===== src/rtl/tdc_channel_arbiter_if.sv =====
// rtl/tdc_channel_arbiter_if.sv - channel inputs and FIFO write port of the TDC arbiter
interface tdc_channel_arbiter_if #(
    parameter int N_CH     = 4,
    parameter int TS_WIDTH = 56
);
    logic [N_CH-1:0]          ch_valid;
    logic [N_CH*TS_WIDTH-1:0] ch_timestamp;
    logic [63:0]              fifo_din;
    logic                     fifo_wr_en;
    logic                     fifo_full;

    // arbiter side: consumes channel strobes, drives the FIFO write port
    modport master (
        input  ch_valid,
        input  ch_timestamp,
        input  fifo_full,
        output fifo_din,
        output fifo_wr_en
    );

    // environment side: channels and FIFO
    modport slave (
        output ch_valid,
        output ch_timestamp,
        output fifo_full,
        input  fifo_din,
        input  fifo_wr_en
    );
endinterface


===== src/rtl/tdc_channel_arbiter.sv =====
// rtl/tdc_channel_arbiter.sv - round-robin merge of N_CH TDC channels into one 64-bit FIFO port
module tdc_channel_arbiter #(
    parameter int N_CH     = 4,
    parameter int TS_WIDTH = 56
) (
    input  logic                  clk,
    input  logic                  rst,
    input  logic                  enable,
    input  logic                  clr,
    tdc_channel_arbiter_if.master bus,
    output logic                  busy,
    output logic [N_CH-1:0]       drop_flags,
    output logic [31:0]           drop_count,
    output logic [31:0]           word_count
);
    localparam int PW = (N_CH > 1) ? $clog2(N_CH) : 1;

    if (TS_WIDTH + 8 != 64) begin : g_bad_width
        $error("tdc_channel_arbiter: TS_WIDTH + 8 must equal 64");
    end
    if (N_CH < 1 || N_CH > 16) begin : g_bad_nch
        $error("tdc_channel_arbiter: N_CH must be in 1..16");
    end

    typedef enum logic [1:0] {IDLE, RUN, DRAIN} state_t;

    state_t                state, state_nxt;
    logic [N_CH-1:0]       pend;
    logic [TS_WIDTH-1:0]   hold [N_CH];
    logic [PW-1:0]         rr_ptr;

    logic                  can_grant;
    logic                  gnt_vld;
    logic [PW-1:0]         gnt_idx;
    logic [N_CH-1:0]       gnt_onehot;
    logic                  run_ok;
    logic [N_CH-1:0]       cap;
    logic [N_CH-1:0]       drop;
    logic [32:0]           drop_sum;

    assign can_grant = (state != IDLE) && !bus.fifo_full && !clr;
    assign run_ok    = (state == RUN) && !clr;
    assign busy      = (state != IDLE);

    // round-robin search starting one past the last granted channel
    always_comb begin
        logic [PW-1:0] idx;
        gnt_vld = 1'b0;
        gnt_idx = '0;
        idx     = '0;
        if (can_grant) begin
            for (int i = 1; i <= N_CH; i++) begin
                idx = PW'((int'(rr_ptr) + i) % N_CH);
                if (!gnt_vld && pend[idx]) begin
                    gnt_vld = 1'b1;
                    gnt_idx = idx;
                end
            end
        end
    end

    // a slot being granted this cycle counts as free, so back-to-back strobes never drop
    always_comb begin
        gnt_onehot = gnt_vld ? (N_CH'(1) << gnt_idx) : '0;
        cap  = bus.ch_valid & ~(pend & ~gnt_onehot) & {N_CH{run_ok}};
        drop = bus.ch_valid &  (pend & ~gnt_onehot) & {N_CH{run_ok}};
        drop_sum = {1'b0, drop_count} + 33'($countones(drop));
    end

    // FIFO write port driven straight from the grant
    always_comb begin
        bus.fifo_wr_en = gnt_vld;
        bus.fifo_din   = gnt_vld ? {8'(gnt_idx), hold[gnt_idx]} : 64'd0;
    end

    // enable/drain sequencing; clr dominates everything
    always_comb begin
        state_nxt = state;
        if (clr) begin
            state_nxt = IDLE;
        end else begin
            case (state)
                IDLE:    if (enable) state_nxt = RUN;
                RUN:     if (!enable) state_nxt = DRAIN;
                DRAIN: begin
                    if (enable)             state_nxt = RUN;
                    else if (!(|pend) && !gnt_vld) state_nxt = IDLE;
                end
                default: state_nxt = IDLE;
            endcase
        end
    end

    // state register
    always_ff @(posedge clk or posedge rst) begin
        if (rst) state <= IDLE;
        else     state <= state_nxt;
    end

    // pending slots, round-robin pointer and stats
    always_ff @(posedge clk or posedge rst) begin
        if (rst) begin
            pend       <= '0;
            rr_ptr     <= PW'(N_CH - 1);
            drop_flags <= '0;
            drop_count <= '0;
            word_count <= '0;
            for (int k = 0; k < N_CH; k++) hold[k] <= '0;
        end else if (clr) begin
            pend       <= '0;
            rr_ptr     <= PW'(N_CH - 1);
            drop_flags <= '0;
            drop_count <= '0;
            word_count <= '0;
        end else begin
            pend <= (pend & ~gnt_onehot) | cap;
            for (int k = 0; k < N_CH; k++) begin
                if (cap[k]) hold[k] <= bus.ch_timestamp[k*TS_WIDTH +: TS_WIDTH];
            end
            if (gnt_vld) begin
                rr_ptr     <= gnt_idx;
                word_count <= word_count + 32'd1;
            end
            drop_flags <= drop_flags | drop;
            drop_count <= drop_sum[32] ? 32'hFFFF_FFFF : drop_sum[31:0];
        end
    end
endmodule


===== src/flat_wrapper.sv =====
// flat-port wrapper written by rule: the top's interface ports become plain ports
module tdc_channel_arbiter_flat 
#(
    parameter int N_CH     = 4,
    parameter int TS_WIDTH = 56
)
  (clk, rst, enable, clr, busy, drop_flags, drop_count, word_count, bus_ch_valid, bus_ch_timestamp, bus_fifo_full, bus_fifo_din, bus_fifo_wr_en);
  tdc_channel_arbiter_if #(.N_CH(N_CH), .TS_WIDTH(TS_WIDTH)) bus_i ();
  input  logic clk;
  input  logic rst;
  input  logic enable;
  input  logic clr;
  output logic busy;
  output logic [N_CH-1:0] drop_flags;
  output logic [31:0] drop_count;
  output logic [31:0] word_count;
  input wire logic [$bits(bus_i.ch_valid)-1:0] bus_ch_valid;
  input wire logic [$bits(bus_i.ch_timestamp)-1:0] bus_ch_timestamp;
  input wire logic [$bits(bus_i.fifo_full)-1:0] bus_fifo_full;
  output wire logic [$bits(bus_i.fifo_din)-1:0] bus_fifo_din;
  output wire logic [$bits(bus_i.fifo_wr_en)-1:0] bus_fifo_wr_en;
  assign bus_i.ch_valid = bus_ch_valid;
  assign bus_i.ch_timestamp = bus_ch_timestamp;
  assign bus_i.fifo_full = bus_fifo_full;
  assign bus_fifo_din = bus_i.fifo_din;
  assign bus_fifo_wr_en = bus_i.fifo_wr_en;
  tdc_channel_arbiter #(.N_CH(N_CH), .TS_WIDTH(TS_WIDTH)) u_core (.clk(clk), .rst(rst), .enable(enable), .clr(clr), .bus(bus_i), .busy(busy), .drop_flags(drop_flags), .drop_count(drop_count), .word_count(word_count));
endmodule

===== config.mk =====
export PLATFORM = sky130hd
export DESIGN_NAME = tdc_channel_arbiter_flat
export DESIGN_NICKNAME = d
export VERILOG_FILES = /design/src/rtl/tdc_channel_arbiter_if.sv /design/src/rtl/tdc_channel_arbiter.sv /design/src/flat_wrapper.sv
export SDC_FILE = /design/constraint.sdc
export NUM_CORES = 1
export LEC_CHECK = 0
export CORE_MARGIN = 3
export CORE_UTILIZATION = 45
export DETAILED_ROUTE_END_ITERATION = 6
export PLACE_DENSITY = 0.84
export SLEW_MARGIN = 10
export SYNTH_ARGS = -nofsm -noshare
export SYNTH_HDL_FRONTEND = slang
export SYNTH_SLANG_ARGS = --single-unit

===== constraint.sdc =====
create_clock -name clk -period 8.5 [get_ports clk]
set_input_delay 0.85 -clock clk [delete_from_list [all_inputs] [get_ports clk]]
set_output_delay 0.85 -clock clk [all_outputs]
set_load 0.01 [all_outputs]

Yosys cells after proc, flatten, opt, wreduce, memory -nomap -nowiden. Cells that the tools add are included.

Add/subtract/negate cells: 9. Magnitude comparators: 5. Equality and inequality tests: 5. Shift operators: 1. Muxes and demuxes: 40. Bitwise gates (word level): 11. Reductions and logical operators: 23.

Operator list (number): 2-to-1 mux 32 bit (4); binary-select mux 56 bit (select 2 bit) (1); 2-to-1 mux 56 bit (2); 2-to-1 mux 58 bit (1); adder 32 x 33 -> 33 bit (1); adder 32 x 1 -> 32 bit (second input constant) (1); adder 32 bit (1); 2-to-1 mux 2 bit (12); bitwise AND 4 bit (5); < comparator 2 x 3 -> 1 bit (second input constant) (4); 2-to-1 mux 1 bit (12); 2-to-1 mux 4 bit (3); binary-select mux 1 bit (select 2 bit) (4); inverter 4 bit (2); bitwise OR 4 bit (2); AND reduction 2 bit (4); logical AND 1 bit (7); zero test 1 bit (7); != test 3 bit (second input constant) (2); case mux 2 bit (3 select lines) (1); adder 1 x 1 -> 2 bit (2); adder 2 x 1 -> 2 bit (second input constant) (2); adder 2 bit (second input constant) (2); != test 4 x 3 -> 1 bit (second input constant) (1); other kinds (10) (11).

Flip-flop bits (word level): 300. Input port bits: 233. Output and inout bits: 134. Word-level logic and storage cells: 104.

Logic depth before layout (Yosys ltp).
Depth after elaboration: 28. Mapped depth: 20. Gate-level depth less buffers: 16.

Least setup slack after synthesis. No wires, ideal clock.

Path type: input -> register. From: input clr. To: register u_core.drop_count[27]. Library setup time: 0.078 ns. Arrival time: 5.068 ns. Data required time: 8.422 ns. Path slack: 3.354 ns. Stages on the path: 19. Path buffers: 5. Path through: buf_2 -> or2_2 -> or2_2 -> clkbuf_1 -> clkbuf_1 -> o31ai_1 -> nor2_1 -> ha_1 -> ha_1 -> fa_1 -> inv_1 -> fa_1 -> nor2b_1 -> o2111a_1 -> and3_1 -> buf_2 -> nand2_1 -> clkbuf_1 -> a21oi_1.

Cells in the longest elaborated chain, start to end: 14. Elaborated cells between the ends (all ways): 17. Those cells by class: add/sub: 4; shift: 1; mux: 5; bitwise: 4; reduce/logical: 3.

Ends and longest elaborated chain: start: declaration (line flat_wrapper.sv:12) `input logic clr;`; zero test 1 bit (line tdc_channel_arbiter.sv:41, tdc_channel_arbiter.sv:42); logical AND 1 bit (line tdc_channel_arbiter.sv:41) `assign can_grant = (state != IDLE) && !bus.fifo_full && !clr;`; 2-to-1 mux 2 bit (line tdc_channel_arbiter.sv:51) `if (can_grant) begin`; << shifter 1 x 2 -> 4 bit (line tdc_channel_arbiter.sv:64) `gnt_onehot = gnt_vld ? (N_CH'(1) << gnt_idx) : '0;`; 2-to-1 mux 4 bit (line tdc_channel_arbiter.sv:64); inverter 4 bit (line tdc_channel_arbiter.sv:66) `drop = bus.ch_valid & (pend & ~gnt_onehot) & {N_CH{run_ok}};`; bitwise AND 4 bit (3 in a row) (line tdc_channel_arbiter.sv:66); adder 1 x 1 -> 2 bit (implied by the code) (line tdc_channel_arbiter.sv:67) `drop_sum = {1'b0, drop_count} + 33'($countones(drop));`; adder 32 bit (implied by the code) (line tdc_channel_arbiter.sv:67); adder 32 x 33 -> 33 bit (line tdc_channel_arbiter.sv:67); 2-to-1 mux 32 bit (line tdc_channel_arbiter.sv:125) `drop_count <= drop_sum[32] ? 32'hFFFF_FFFF : drop_sum[31:0];`; 2-to-1 mux 32 bit (*) (line tdc_channel_arbiter.sv:109) `end else if (clr) begin`; end signal: assignment (line tdc_channel_arbiter.sv:125); end: declaration (line tdc_channel_arbiter.sv:13) `output logic [31:0] drop_count,`.

Mark *: on every way between the ends. The rest lies on a longest branch, timed or not. A chain may end at the register's enable or synchronous reset.

Final worst setup path.
From: input clr. To: register u_core.drop_count[1].

Same word-level chain as after synthesis.

==> results by group <==
Outcome
  • Status: finished, final reports clean

Timing
  • Setup Viol. Count Final: 0
  • Final hold vios: 0
  • Slew headroom: about 20%
  • Max-slew violations: 0
  • Fmax: ~170 MHz
  • Setup TNS: 0 ns
  • Min cycle time layout: 5.801 ns
  • Final setup skew: 0.01713 ns
  • Fin Hold WS: roughly 0.48 ns
  • Post-route clock period utilization: 68.25%
  • RSZ-0062 raised after global routing: false
  • Worst-Margin Slew: 1.199 ns

Synth
  • EDFF count, synth: 0
  • Post-Synthesis Cell Area: around 0.015 mm^2
  • Post-Syn Instances: ~1300
  • Yosys top cell area share: 49.39%
  • Synth warn: 0
  • Top cell type by total area after synthesis: dfrtp_1
  • Top post-synthesis cells by area: dfrtp_1, mux2_4, mux2i_1, mux2_2, nand2_1
  • Mean post-synth cell area: approximately 12 um^2
  • Sequential share of the synthesized area: 49.74%
  • Asr flop ratio synth: 100.0%
  • Count of state elements after synthesis: 300
  • Unique masters post-synth: 60
  • Dominant synthesized flop cell: dfrtp_1

Clock network
  • Cts repair resizes: 0
  • CTS tree: done
  • Hold Buf Count CTS: 0
  • CTS Buf Count: 35
  • Worst skew pair latency: approximately 0.5 ns
  • Post-CTS Setup Bufs: 0
  • H-tree depth: 2
  • Clk pin slew, worst setup/hold paths: approximately 0.06 ns
  • Clock Sinks: 300
  • Clock root cell: clkbuf_16
  • Max Buffers Root-to-Sink: 3

Flow run
  • Max Cap Viol: 0

Final layout
  • Layout cells sized above 1: between 10% and 20%
  • Most frequent cells in the layout: clkdlybuf4s50_1, dfrtp_1, nand2_1
  • Layout Nets: roughly 1900
  • P&R area growth vs syn: 33.36%
  • Most common cell after layout, fill and taps aside: clkdlybuf4s50_1
  • Final core utilization: about three fifths

Min path
  • Hold path cells: 1
  • Hold_sp: u_core.word_count[31]$_DFFE_PP0P_
  • Hold EP: u_core.word_count[31]$_DFFE_PP0P_
  • Hold Crit Class: reg -> reg

Global routing
  • Global-route wire length before repair: 71110 um
  • Largest net degree at the start of global routing: 163
  • Total congestion overflow: 0
  • Vias in the first global route: 12458
  • Initial antenna violation count: 1
  • Gr usage total: approximately 25%

Pwr
  • P per Cell Area: approximately 200 mW/mm^2
  • Tot Pwr: a little over 4 mW
  • Maximum VDD drop: roughly 0.13 mV
  • Cell leakage power: approximately 9 nW

Drt
  • Detailed router's first-iteration violation count: 820
  • Routed wire per std cell: 21.98 um
  • DRT Pass-1 Iters: 5
  • Routed Wire Length: 45610 um
  • Vias: ~12000
  • Post-route DRC: 0
  • DRT antenna net count: 0
  • Via density: 5.680

Worst setup path
  • Critical path's slowest cell: nand2_1
  • Largest delay share family, worst path: simple AND/OR/NAND/NOR gates
  • End of the worst register-to-register path: u_core.drop_count[1]$_DFF_PP0_
  • Worst setup SP type: primary input
  • R2r startpoint: u_core.pend[3]$_DFF_PP0_
  • Crit path kind: in -> reg
  • R2R cell count: 15
  • Worst Path Arrival: 6.20 ns
  • Reg-to-reg slack, setup: 2.87 ns
  • Max stage delay on crit path: around 0.6 ns
  • Crit Path Max Fanout: 41
  • Req. time, crit path: between 8 and 9 ns
  • Buf/Inv on CP: 4
  • Crit-path cells: buf_2, buf_4, or2_2, nor2_1, nand2_1, inv_2, a21boi_4, and2_1, ha_1, ha_1, fa_1, inv_1, fa_1, nor2b_1, o2111a_1, and3_1, nand2_1, a21oi_1
  • CP endpoint kind: flop

Floorplan
  • Die area: about 0.036 mm^2
  • Die width: ~190 um
  • Die height: approximately 190 um
  • Row cnt: 66
  • Area of the core: 0.03278 mm^2
  • Initial Util: a little under half
  • Num ports: around 370

Placement
  • GP Congestion: ~0.84
  • HPWL after DPL: between 20000 and 30000 um
  • Port bufs: 360
==> Yosys cell counts, types with 7 or more instances <==
library cell,count
buf_2,33
o221a_1,19
mux2_2,70
dfrtp_1,298
nand4_1,19
nand3_1,23
nand2_1,143
mux2i_1,115
o21ai_0,8
inv_1,13
o221a_2,37
a21oi_1,38
buf_4,9
ha_1,7
and3_1,16
xnor2_1,10
o22ai_1,56
buf_6,13
mux2_1,20
mux2_4,80
nor2_1,98
clkbuf_1,47
and2_1,9
xor2_1,38
==> report_power, final <==
group	switching (mW)	total, mW	internal (mW)
combinational	0.276	0.676	0.400
sequential	0.149	1.83	1.68
clock	0.585	1.58	0.999
==> cells by family (layout without fill, tap and decap cells) <==
group | after synthesis | count (layout) | share of synthesized area [%]
compound gates | 190 | 190 | 9.837
buf+inv | 121 | 455 | 4.450
flops | 300 | 300 | 49.74
other cells | 1 | 7 | 0.02484
xor+xnor | 48 | 48 | 2.784
mux | 285 | 285 | 22.29
simple gates | 339 | 339 | 10.03
fa+ha+maj | 9 | 9 | 0.8453
==> stage by stage <==
stage	instances	worst slack (ns)	cell area, um^2
after floorplan	1298	3.354	15120
after global placement	2013	2.516	18900
after detailed placement	2013	2.235	18900
after CTS	2074	2.739	20130
after global routing	2074	2.193	20130
final	2075	2.699	20130
==> state kept, by name (all words and copies together), names as in the netlist <==
| signal | count |
|---|---|
| u_core.rr_ptr | 2 |
| u_core.word_count | 32 |
| u_core.hold | 224 |
| u_core.pend | 4 |
| u_core.drop_flags | 4 |
| u_core.drop_count | 32 |
| u_core.state | 2 |
==> worst max-delay path by stage <==
stage,from,endpoint,cells past startpoint
after global routing,clr,u_core.drop_count[1]$_DFF_PP0_,17
after CTS,clr,u_core.drop_count[1]$_DFF_PP0_,18
after detailed placement,clr,u_core.drop_count[1]$_DFF_PP0_,18
final,clr,u_core.drop_count[1]$_DFF_PP0_,18
after floorplan,clr,u_core.drop_count[27]$_DFF_PP0_,19
after global placement,clr,u_core.drop_count[1]$_DFF_PP0_,18
==> cell type report <==
cell class / instances / area, um^2
Timing Repair Buffer: 379 / 3754
Inverter: 15 / 60.06
Clock buffer: 51 / 1079
Fill cell: 2528 / 12650
Clock inverter: 10 / 153.9
Multi-Input combinational cell: 877 / 7023
Sequential cell: 300 / 7510
Antenna cell: 1 / 2.502
Tap cell: 442 / 553.0
==> layer usage <==
metal	GRT usage, %	routed length (um)	up-vias
met1	32.52	18450	5908
met3	5.184	3423	104
li1	-	-	5263
met4	9.482	1795	2
met2	41.51	21930	510
met5	0	12	-
Note: power is estimated with default switching activity, not from simulation.
